--- src/rtl/mem_access.sv ---
// MIPS MEM stage: issues loads/stores on a req/ack data bus with big-endian lane and sign handling.
// It also forwards ALU results and HI/LO updates to mem_wb and stalls upstream while a bus access is open.
module mem_access #(
    parameter int unsigned TIMEOUT = 255
) (
    input  logic        clk,
    input  logic        rst_n,
    input  logic [3:0]  mem_op_in,
    input  logic [31:0] mem_addr_in,
    input  logic [31:0] mem_wdata_in,
    input  logic [4:0]  w_reg_addr_in,
    input  logic [31:0] w_reg_data_in,
    input  logic        w_reg_en_in,
    input  logic [31:0] hi_regs_in,
    input  logic [31:0] lo_regs_in,
    input  logic        hilo_wen_in,
    input  logic [31:0] dbus_rdata,
    input  logic        dbus_ack,
    output logic        dbus_req,
    output logic        dbus_we,
    output logic [3:0]  dbus_be,
    output logic [31:0] dbus_addr,
    output logic [31:0] dbus_wdata,
    output logic [4:0]  w_reg_addr_out,
    output logic [31:0] w_reg_data_out,
    output logic        w_reg_en_out,
    output logic [31:0] hi_regs_out,
    output logic [31:0] lo_regs_out,
    output logic        hilo_wen_out,
    output logic        stall_req,
    output logic        addr_err,
    output logic        bus_err
);

    localparam logic [7:0] TIMEOUT_C = 8'(TIMEOUT);
    localparam logic [3:0] OP_LB  = 4'd1;
    localparam logic [3:0] OP_LBU = 4'd2;
    localparam logic [3:0] OP_LH  = 4'd3;
    localparam logic [3:0] OP_LHU = 4'd4;
    localparam logic [3:0] OP_LW  = 4'd5;
    localparam logic [3:0] OP_SB  = 4'd6;
    localparam logic [3:0] OP_SH  = 4'd7;
    localparam logic [3:0] OP_SW  = 4'd8;

    typedef enum logic [0:0] {ST_IDLE = 1'b0, ST_WAIT = 1'b1} state_t;

    state_t      r_state;
    state_t      w_state_nxt;
    logic [7:0]  r_cnt;
    logic [7:0]  w_cnt_nxt;
    logic        w_is_mem;
    logic        w_is_store;
    logic        w_misalign;
    logic [3:0]  w_be;
    logic [31:0] w_wdata;
    logic [7:0]  w_lane_byte;
    logic [15:0] w_lane_half;
    logic [31:0] w_load_data;
    logic        w_req;
    logic        w_done;
    logic        w_stall;
    logic        w_addr_err;
    logic        w_bus_err;

    // State register and ack-wait counter.
    always_ff @(posedge clk) begin
        if (!rst_n) begin
            r_state <= ST_IDLE;
            r_cnt   <= 8'd0;
        end else begin
            r_state <= w_state_nxt;
            r_cnt   <= w_cnt_nxt;
        end
    end

    // Op decode: access class, alignment, byte enables, replicated store data.
    always_comb begin
        w_is_mem   = 1'b1;
        w_is_store = 1'b0;
        w_misalign = 1'b0;
        w_be       = 4'b0000;
        w_wdata    = 32'h0000_0000;
        case (mem_op_in)
            OP_LB, OP_LBU: begin
                w_be = 4'b1000 >> mem_addr_in[1:0];
            end
            OP_LH, OP_LHU: begin
                w_misalign = mem_addr_in[0];
                w_be       = mem_addr_in[1] ? 4'b0011 : 4'b1100;
            end
            OP_LW: begin
                w_misalign = (mem_addr_in[1:0] != 2'b00);
                w_be       = 4'b1111;
            end
            OP_SB: begin
                w_is_store = 1'b1;
                w_be       = 4'b1000 >> mem_addr_in[1:0];
                w_wdata    = {4{mem_wdata_in[7:0]}};
            end
            OP_SH: begin
                w_is_store = 1'b1;
                w_misalign = mem_addr_in[0];
                w_be       = mem_addr_in[1] ? 4'b0011 : 4'b1100;
                w_wdata    = {2{mem_wdata_in[15:0]}};
            end
            OP_SW: begin
                w_is_store = 1'b1;
                w_misalign = (mem_addr_in[1:0] != 2'b00);
                w_be       = 4'b1111;
                w_wdata    = mem_wdata_in;
            end
            default: begin
                w_is_mem = 1'b0;
            end
        endcase
    end

    // Next-state: an ack in the request cycle finishes without ever entering WAIT.
    always_comb begin
        w_state_nxt = r_state;
        w_cnt_nxt   = r_cnt;
        case (r_state)
            ST_IDLE: begin
                if (w_is_mem && !w_misalign && !dbus_ack) begin
                    w_state_nxt = ST_WAIT;
                    w_cnt_nxt   = 8'd1;
                end else begin
                    w_state_nxt = ST_IDLE;
                end
            end
            ST_WAIT: begin
                if (dbus_ack || (r_cnt == TIMEOUT_C)) begin
                    w_state_nxt = ST_IDLE;
                end else begin
                    w_cnt_nxt = r_cnt + 8'd1;
                end
            end
            default: begin
                w_state_nxt = ST_IDLE;
                w_cnt_nxt   = 8'd0;
            end
        endcase
    end

    // Handshake outputs; operands stay valid in WAIT because upstream is stalled.
    always_comb begin
        w_req      = 1'b0;
        w_done     = 1'b0;
        w_stall    = 1'b0;
        w_addr_err = 1'b0;
        w_bus_err  = 1'b0;
        case (r_state)
            ST_IDLE: begin
                w_req      = w_is_mem && !w_misalign;
                w_done     = w_req && dbus_ack;
                w_stall    = w_req && !dbus_ack;
                w_addr_err = w_is_mem && w_misalign;
            end
            ST_WAIT: begin
                w_done    = dbus_ack;
                w_bus_err = !dbus_ack && (r_cnt == TIMEOUT_C);
                w_req     = !w_bus_err;
                w_stall   = !dbus_ack && !w_bus_err;
            end
            default: begin
                w_req = 1'b0;
            end
        endcase
    end

    // Load lane extraction (byte offset 0 is the most significant lane).
    always_comb begin
        case (mem_addr_in[1:0])
            2'd0:    w_lane_byte = dbus_rdata[31:24];
            2'd1:    w_lane_byte = dbus_rdata[23:16];
            2'd2:    w_lane_byte = dbus_rdata[15:8];
            default: w_lane_byte = dbus_rdata[7:0];
        endcase
        w_lane_half = mem_addr_in[1] ? dbus_rdata[15:0] : dbus_rdata[31:16];
        case (mem_op_in)
            OP_LB:   w_load_data = {{24{w_lane_byte[7]}}, w_lane_byte};
            OP_LBU:  w_load_data = {24'h00_0000, w_lane_byte};
            OP_LH:   w_load_data = {{16{w_lane_half[15]}}, w_lane_half};
            OP_LHU:  w_load_data = {16'h0000, w_lane_half};
            OP_LW:   w_load_data = dbus_rdata;
            default: w_load_data = w_reg_data_in;
        endcase
    end

    // Port drive; everything is held at zero while rst_n is low.
    always_comb begin
        if (rst_n) begin
            dbus_req       = w_req;
            dbus_we        = w_req && w_is_store;
            dbus_be        = w_req ? w_be : 4'b0000;
            dbus_addr      = w_req ? {mem_addr_in[31:2], 2'b00} : 32'h0000_0000;
            dbus_wdata     = w_req ? w_wdata : 32'h0000_0000;
            w_reg_addr_out = w_reg_addr_in;
            w_reg_data_out = w_load_data;
            w_reg_en_out   = w_is_mem ? (w_done && w_reg_en_in) : w_reg_en_in;
            hi_regs_out    = hi_regs_in;
            lo_regs_out    = lo_regs_in;
            hilo_wen_out   = hilo_wen_in;
            stall_req      = w_stall;
            addr_err       = w_addr_err;
            bus_err        = w_bus_err;
        end else begin
            dbus_req       = 1'b0;
            dbus_we        = 1'b0;
            dbus_be        = 4'b0000;
            dbus_addr      = 32'h0000_0000;
            dbus_wdata     = 32'h0000_0000;
            w_reg_addr_out = 5'd0;
            w_reg_data_out = 32'h0000_0000;
            w_reg_en_out   = 1'b0;
            hi_regs_out    = 32'h0000_0000;
            lo_regs_out    = 32'h0000_0000;
            hilo_wen_out   = 1'b0;
            stall_req      = 1'b0;
            addr_err       = 1'b0;
            bus_err        = 1'b0;
        end
    end

endmodule
--- config.mk ---
export PLATFORM = sky130hd
export DESIGN_NAME = mem_access
export DESIGN_NICKNAME = d
export VERILOG_FILES = /design/src/rtl/mem_access.sv
export SDC_FILE = /design/constraint.sdc
export NUM_CORES = 1
export LEC_CHECK = 0
export BUFFER_PORTS_ARGS = -buffer_cell sky130_fd_sc_hd__clkbuf_2
export CAP_MARGIN = 20
export CORE_AREA = 2 2 150 152
export CTS_CLUSTER_SIZE = 20
export DETAILED_ROUTE_END_ITERATION = 8
export DIE_AREA = 0 0 152 154
export SETUP_SLACK_MARGIN = 0.15
export SLEW_MARGIN = 20
export SYNTH_ARGS = -nofsm -noshare
export SYNTH_HDL_FRONTEND = slang
export SYNTH_SLANG_ARGS = --single-unit
--- constraint.sdc ---
create_clock -name clk -period 4.3 [get_ports clk]
set_input_delay 0.86 -clock clk [delete_from_list [all_inputs] [get_ports clk]]
set_output_delay 0.86 -clock clk [all_outputs]
set_load 0.03 [all_outputs]
=== Word level (Yosys, flattened, before mapping) ===
Cells that the tools add are included.

* $add $sub $neg: 1
* Equal/unequal tests: 13
* Shift operators: 1
* Mux-type cells: 38
* Bitwise operators: 1
* Reductions and logical operators: 20

{| class="wikitable"
|+ Operators by type and width
! operator !! count
|-
| 32-bit 2-to-1 mux || 7
|-
| 32-bit case mux with 5 select lines || 1
|-
| 32-bit case mux with 3 select lines || 1
|-
| 8-bit case mux with 3 select lines || 1
|-
| 4-bit by 3-bit == test with 1-bit output (second input constant) || 4
|-
| 16-bit 2-to-1 mux || 1
|-
| 8-bit 2-to-1 mux || 2
|-
| 8-bit case mux with 2 select lines || 1
|-
| 1-bit 2-to-1 mux || 14
|-
| 4-bit 2-to-1 mux || 3
|-
| 4-bit case mux with 3 select lines || 1
|-
| 1-bit case mux with 2 select lines || 5
|-
| 3-bit OR reduction || 3
|-
| 8-bit by 1-bit adder with 8-bit output (second input constant) || 1
|-
| 4-bit by 2-bit == test with 1-bit output (second input constant) || 2
|-
| 8-bit == test (second input constant) || 1
|-
| 1-bit logical AND || 8
|-
| 8-bit OR reduction || 1
|-
| 5-bit 2-to-1 mux || 1
|-
| 4-bit by 1-bit == test with 1-bit output (second input constant) || 1
|-
| 4-bit == test (second input constant) || 1
|-
| 2-bit inequality test (second input constant) || 2
|-
| 4-bit by 2-bit right shift with 4-bit output (first input constant) || 1
|-
| 1-bit logical NOT || 3
|-
| other kinds (8) || 8
|}

* Register bits: 9
* Input bits: 206
* Output and inout port bits: 176
* Logic and storage cells: 76

=== Depth between registers and ports, before layout ===
* Depth after elaboration: 10
* Gate-level depth with buffers: 9
* Depth with buffers taken out: 7

=== Least setup slack after synthesis ===
OpenSTA, ideal clock, no wires.

* Kind: input-to-output
* Start point: in mem_op_in[0]
* End point: out stall_req
* Arrival time: 2.997 ns
* Required time: 3.440 ns
* Setup slack: 0.443 ns
* Stages: 7
* Buffers on the path: 3
* Cell sequence: buf_6 > nor4b_4 > o21bai_1 > and4_1 > buf_2 > clkbuf_1 > nor4_1

* Cells in the longest elaborated chain, start to end: 8
* Elaborated cells between the ends (all ways): 18
* Those cells by class: 8 x eq/ne; 4 x mux; 6 x reduce/logical

{| class="wikitable"
|+ RTL lines
! element !! RTL line !! RTL
|-
| from (decl) || 8 || <nowiki>input logic [3:0] mem_op_in,</nowiki>
|-
| 4-bit by 3-bit == test with 1-bit output (tied with other cells) || 83 || <nowiki>case (mem_op_in)</nowiki>
|-
| 3-bit OR reduction (no source line) / 2-bit OR reduction (equally long branches) || -- ||
|-
| 1-bit case mux with 2 select lines || 83 ||
|-
| 1-bit logical NOT || 154 || <nowiki>w_req = w_is_mem && !w_misalign;</nowiki>
|-
| 1-bit logical AND * || 154 ||
|-
| 1-bit logical AND * || 156 || <nowiki>w_stall = w_req && !dbus_ack;</nowiki>
|-
| 1-bit case mux with 2 select lines * || 152 || <nowiki>case (r_state)</nowiki>
|-
| 1-bit 2-to-1 mux * || 192 || <nowiki>if (rst_n) begin</nowiki>
|-
| to (decl) || 30 || <nowiki>output logic stall_req,</nowiki>
|}

Every way passes the cells marked *; elsewhere a longest branch is shown, timed or not.

=== Worst setup path in the final report ===
* Start point: in mem_op_in[0]
* End point: out dbus_be[0]

* Cells in the longest elaborated chain, start to end: 8
* Elaborated cells between the ends (all ways): 20
* Those cells by class: 8 x eq/ne; 6 x mux; 6 x reduce/logical

{| class="wikitable"
|+ RTL lines
! element !! RTL line !! RTL
|-
| 4-bit by 3-bit == test with 1-bit output (tied with other cells) || 83 ||
|-
| 3-bit OR reduction (no source line) / 2-bit OR reduction (equally long branches) || -- ||
|-
| 1-bit case mux with 2 select lines || 83 ||
|-
| 1-bit logical NOT || 154 ||
|-
| 1-bit logical AND || 154 ||
|-
| 1-bit case mux with 2 select lines || 152 ||
|-
| 4-bit 2-to-1 mux * || 195 || <nowiki>dbus_be = w_req ? w_be : 4'b0000;</nowiki>
|-
| 4-bit 2-to-1 mux * || 192 ||
|-
| to (decl) || 21 || <nowiki>output logic [3:0] dbus_be,</nowiki>
|}

Marked as above.

==> impl_summary.log <==
INFO  metric p_leak = 2.75 nW
INFO  metric synthesis.yosys.warnings = 0
INFO  metric tritoncts = done
INFO  metric fin_worst_skew = 2.51 ps
INFO  metric numClockSinks = 9
INFO  metric synth_seq_cells = 9
INFO  metric timing.critical_path.from_type = primary input
INFO  metric power_density = 165 nW/um2
INFO  metric drive_above_1_share = between 50% and 60%
INFO  metric synth_cell_types = around 50
INFO  metric sequential_area_share_after_synthesis = 6.22%
INFO  metric crit_type = in2out
INFO  metric worstMarginPinSlew = around 770 ps
INFO  metric clk_pin_slew = 40 ps
INFO  metric finish.utilization = between 20% and 30%
INFO  metric globalRouteMet3Util = ~3.3%
INFO  metric stdcell_area = 5230 um2
INFO  metric pin_count = 382
INFO  metric dieHeight = 154 um
INFO  metric slew_headroom = 48.5%
INFO  metric netlist_instances = 465
INFO  metric global_route_wire_length_before_repair = 27100 um
INFO  metric pin_count_of_the_biggest_net_entering_global_routing = 85
INFO  metric dieArea = 23400 um2
INFO  metric timing.critical_path.required = 3440 ps
INFO  metric drt-initial-drc-count = 433
INFO  metric timing.critical_path.slowest_stage_cell = sky130_fd_sc_hd__nor4b_4
INFO  metric rsz0062_at_grt = false
INFO  metric finalSetupViolCount = 0
INFO  metric placement_rows = between 50 and 60
INFO  metric critical_path.top_delay_family = simple AND/OR/NAND/NOR gates
INFO  metric dp.cells = around 1100
INFO  metric synth_commonest_cells = sky130_fd_sc_hd__and2_1 (100), sky130_fd_sc_hd__nor2_1 (55), sky130_fd_sc_hd__nand2_1 (49), sky130_fd_sc_hd__o21ai_0 (38), sky130_fd_sc_hd__a21oi_1 (30)
INFO  metric share_of_async_settable_or_async_resettable_flops_after_synthesis = 0%
INFO  metric cts_resized = 0
INFO  metric min_path_type = reg2reg
INFO  metric floorplan.die.width = 152 um
INFO  metric cpPeakStageDelay = 430 ps
INFO  metric clock_insertion_delay_worst_skew = 230 ps
INFO  metric worst_ep_arrival_time = about 3000 ps
INFO  metric post-route-drc-count = 0
INFO  metric max_freq = 0.262 GHz
INFO  metric detailedPlacementHpwl = between 15000 and 20000 um
INFO  metric post_layout_cell_count = 1107
INFO  metric synth_area_leader_cell = sky130_fd_sc_hd__and2_1
INFO  metric status = complete, no violations
INFO  metric avgViaCountPerCell = roughly 4.4
INFO  metric setup.worst_path.end_class = output pin
INFO  metric grt_use_met2 = between 20% and 30%
INFO  metric drt_first_pass_iters = 7
INFO  metric synth.area.top_cells = sky130_fd_sc_hd__and2_1 (22%), sky130_fd_sc_hd__nor2_1 (7.1%), sky130_fd_sc_hd__o21ai_0 (6.6%)
INFO  metric grt_util_all_layers = about 14%
INFO  metric multiInputGateArea = 2560 um2
INFO  metric via_count = 4878
INFO  metric cp.buffers_inverters = 3
INFO  metric cp_max_fo = 43
INFO  metric drt-wirelength-per-cell = 16.4 um
INFO  metric finish.net_count = 1035
INFO  metric clock_tree.htree_level_count = 1
INFO  metric core_region_area = 21700 um2
INFO  metric setup-tns-final = 0 ps
INFO  metric dpl-instance-area = 5150 um2
INFO  metric timing.final.max_slew_violations = 0
INFO  metric final.fill_count = 2458
INFO  metric holdBufCountCts = 0
INFO  metric antenna-diode-count = 0
INFO  metric syn_to_final_growth = 80.6%
INFO  metric finalPower = roughly 0.00086 W
INFO  metric grt_pass1_vias = 4587
INFO  metric syn_avg_cell_area = 6.23 um2
INFO  metric timing.final.hold_violations = 0
INFO  metric synth.cell_area = 2900 um2
INFO  metric tritoncts.num_buffers = 3
INFO  metric flip_flop_cell_with_the_highest_count_after_synthesis = sky130_fd_sc_hd__dfxtp_1
INFO  metric synth-edff-count = 0
INFO  metric finalCritPeriodShare = 88.9%
INFO  metric antenna_found_initial = 0
INFO  metric routed_wirelength = 18200 um
INFO  metric maxCapViolCount = 0
INFO  metric post-cts-setup-buffers = 0
INFO  metric use_met1 = 20.2%
INFO  metric global_placer_s_final_weighted_congestion = 0.962
INFO  metric start_util = between 10% and 20%
INFO  metric final-seq-area = roughly 180 um2
INFO  metric synth_top_area_share = between 20% and 30%
INFO  metric globalRoute.busiestLayer = met2
INFO  metric grt_remaining_overflow = 0
INFO  metric cts_root_buf = sky130_fd_sc_hd__clkbuf_16
INFO  metric cells_along_the_critical_path = clkbuf_2 -> nor4b_4 -> o21bai_1 -> and4_1 -> nand3b_4 -> inv_2 -> and3_1 -> clkbuf_2
INFO  metric synth_most_common_cell = sky130_fd_sc_hd__and2_1
INFO  metric io_buffers = 379
INFO  metric ctsLongestPathBuffers = 2
INFO  metric timing.critical_path.mode_cell = sky130_fd_sc_hd__clkbuf_2
INFO  metric post-route-min-period = roughly 3800 ps
INFO  metric ir_drop = 0.102 mV
INFO  metric antenna_violating_nets_post_route = 0
through the flow:
step | hold slack, ps | setup slack, ps
after detailed placement | 484 | 475
after global routing | 523 | 266
final | 488 | 477
after CTS | 490 | 475
after global placement | 472 | 564
after floorplan | 452 | 443
kinds of logic after synthesis:
family                   after synthesis  synth area share [%]
AND/OR/NAND/NOR                      261                  48.7
AO/OA/AOI/OAI                        125                  27.1
buffers and inverters                 48                  7.08
multiplexers                          19                  10.0
flip-flops                             9                  6.22
adder cells (fa/ha/maj)                1                 0.432
other                                  1                 0.129
XOR/XNOR                               1                 0.302
layout make-up:
class                      instances  share of cell area [%]
clock buffer                       4                    1.51
timing repair buffer             398                    39.0
inverter                           7                   0.502
sequential                         9                    3.44
multi-input combinational        409                    48.9
tap                              280                    6.70
sequential cells by signal (all words and copies together), names as in the netlist:
signal / flops
r_cnt: 8
r_state: 1
final timing paths:
path	from	endpoint	slack, ps	cells after the start
hold reg to reg	r_cnt[1]	r_cnt[1]	490	2
setup reg to reg	r_cnt[0]	r_cnt[5]	2340	7
hold / removal	r_cnt[1]	r_cnt[1]	490	2
setup / recovery	mem_op_in[0]	dbus_be[0]	480	8
per-layer routing:
metal  vias to the layer above  part of all wire (%)
li1                       2377                     -
met3                        11                   7.2
met1                      2266                    46
met4                         0                  0.80
met5                         -                     0
met2                       224                    46
where the power goes:
| part | internal (W) | switching [W] |
|---|---|---|
| Combinational | 0.000215 | 0.000397 |
| Clock | 0.000124 | 0.0000400 |
| Sequential | 0.0000854 | 0.00000168 |
tightest hold or removal path: cells and delay by family, from the launching register on:
family	cells	cell delay (ps)
flops	1	320
compound gates	2	120
placed cells by master, fill, tap and decap left out, types with 2 or more instances in the layout:
cell type	count
sky130_fd_sc_hd__a211o_1	2
sky130_fd_sc_hd__a21o_1	2
sky130_fd_sc_hd__a21oi_1	30
sky130_fd_sc_hd__a222oi_1	8
sky130_fd_sc_hd__a22oi_1	20
sky130_fd_sc_hd__a31oi_1	10
sky130_fd_sc_hd__and2_1	100
sky130_fd_sc_hd__and3_1	14
sky130_fd_sc_hd__buf_4	19
sky130_fd_sc_hd__clkbuf_16	3
sky130_fd_sc_hd__clkbuf_2	379
sky130_fd_sc_hd__conb_1	2
sky130_fd_sc_hd__dfxtp_1	9
sky130_fd_sc_hd__inv_1	6
sky130_fd_sc_hd__mux2i_1	11
sky130_fd_sc_hd__mux4_2	8
sky130_fd_sc_hd__nand2_1	49
sky130_fd_sc_hd__nand2b_1	6
sky130_fd_sc_hd__nand3_1	3
sky130_fd_sc_hd__nand3b_1	3
sky130_fd_sc_hd__nand4_1	2
sky130_fd_sc_hd__nor2_1	55
sky130_fd_sc_hd__nor2b_1	6
sky130_fd_sc_hd__nor3_1	3
sky130_fd_sc_hd__nor3_2	2
sky130_fd_sc_hd__nor4_1	2
sky130_fd_sc_hd__o21ai_0	38
sky130_fd_sc_hd__o31ai_1	3
sky130_fd_sc_hd__or3_1	6
sky130_fd_sc_hd__or4_1	4
Note: power is estimated with default switching activity, not from simulation.
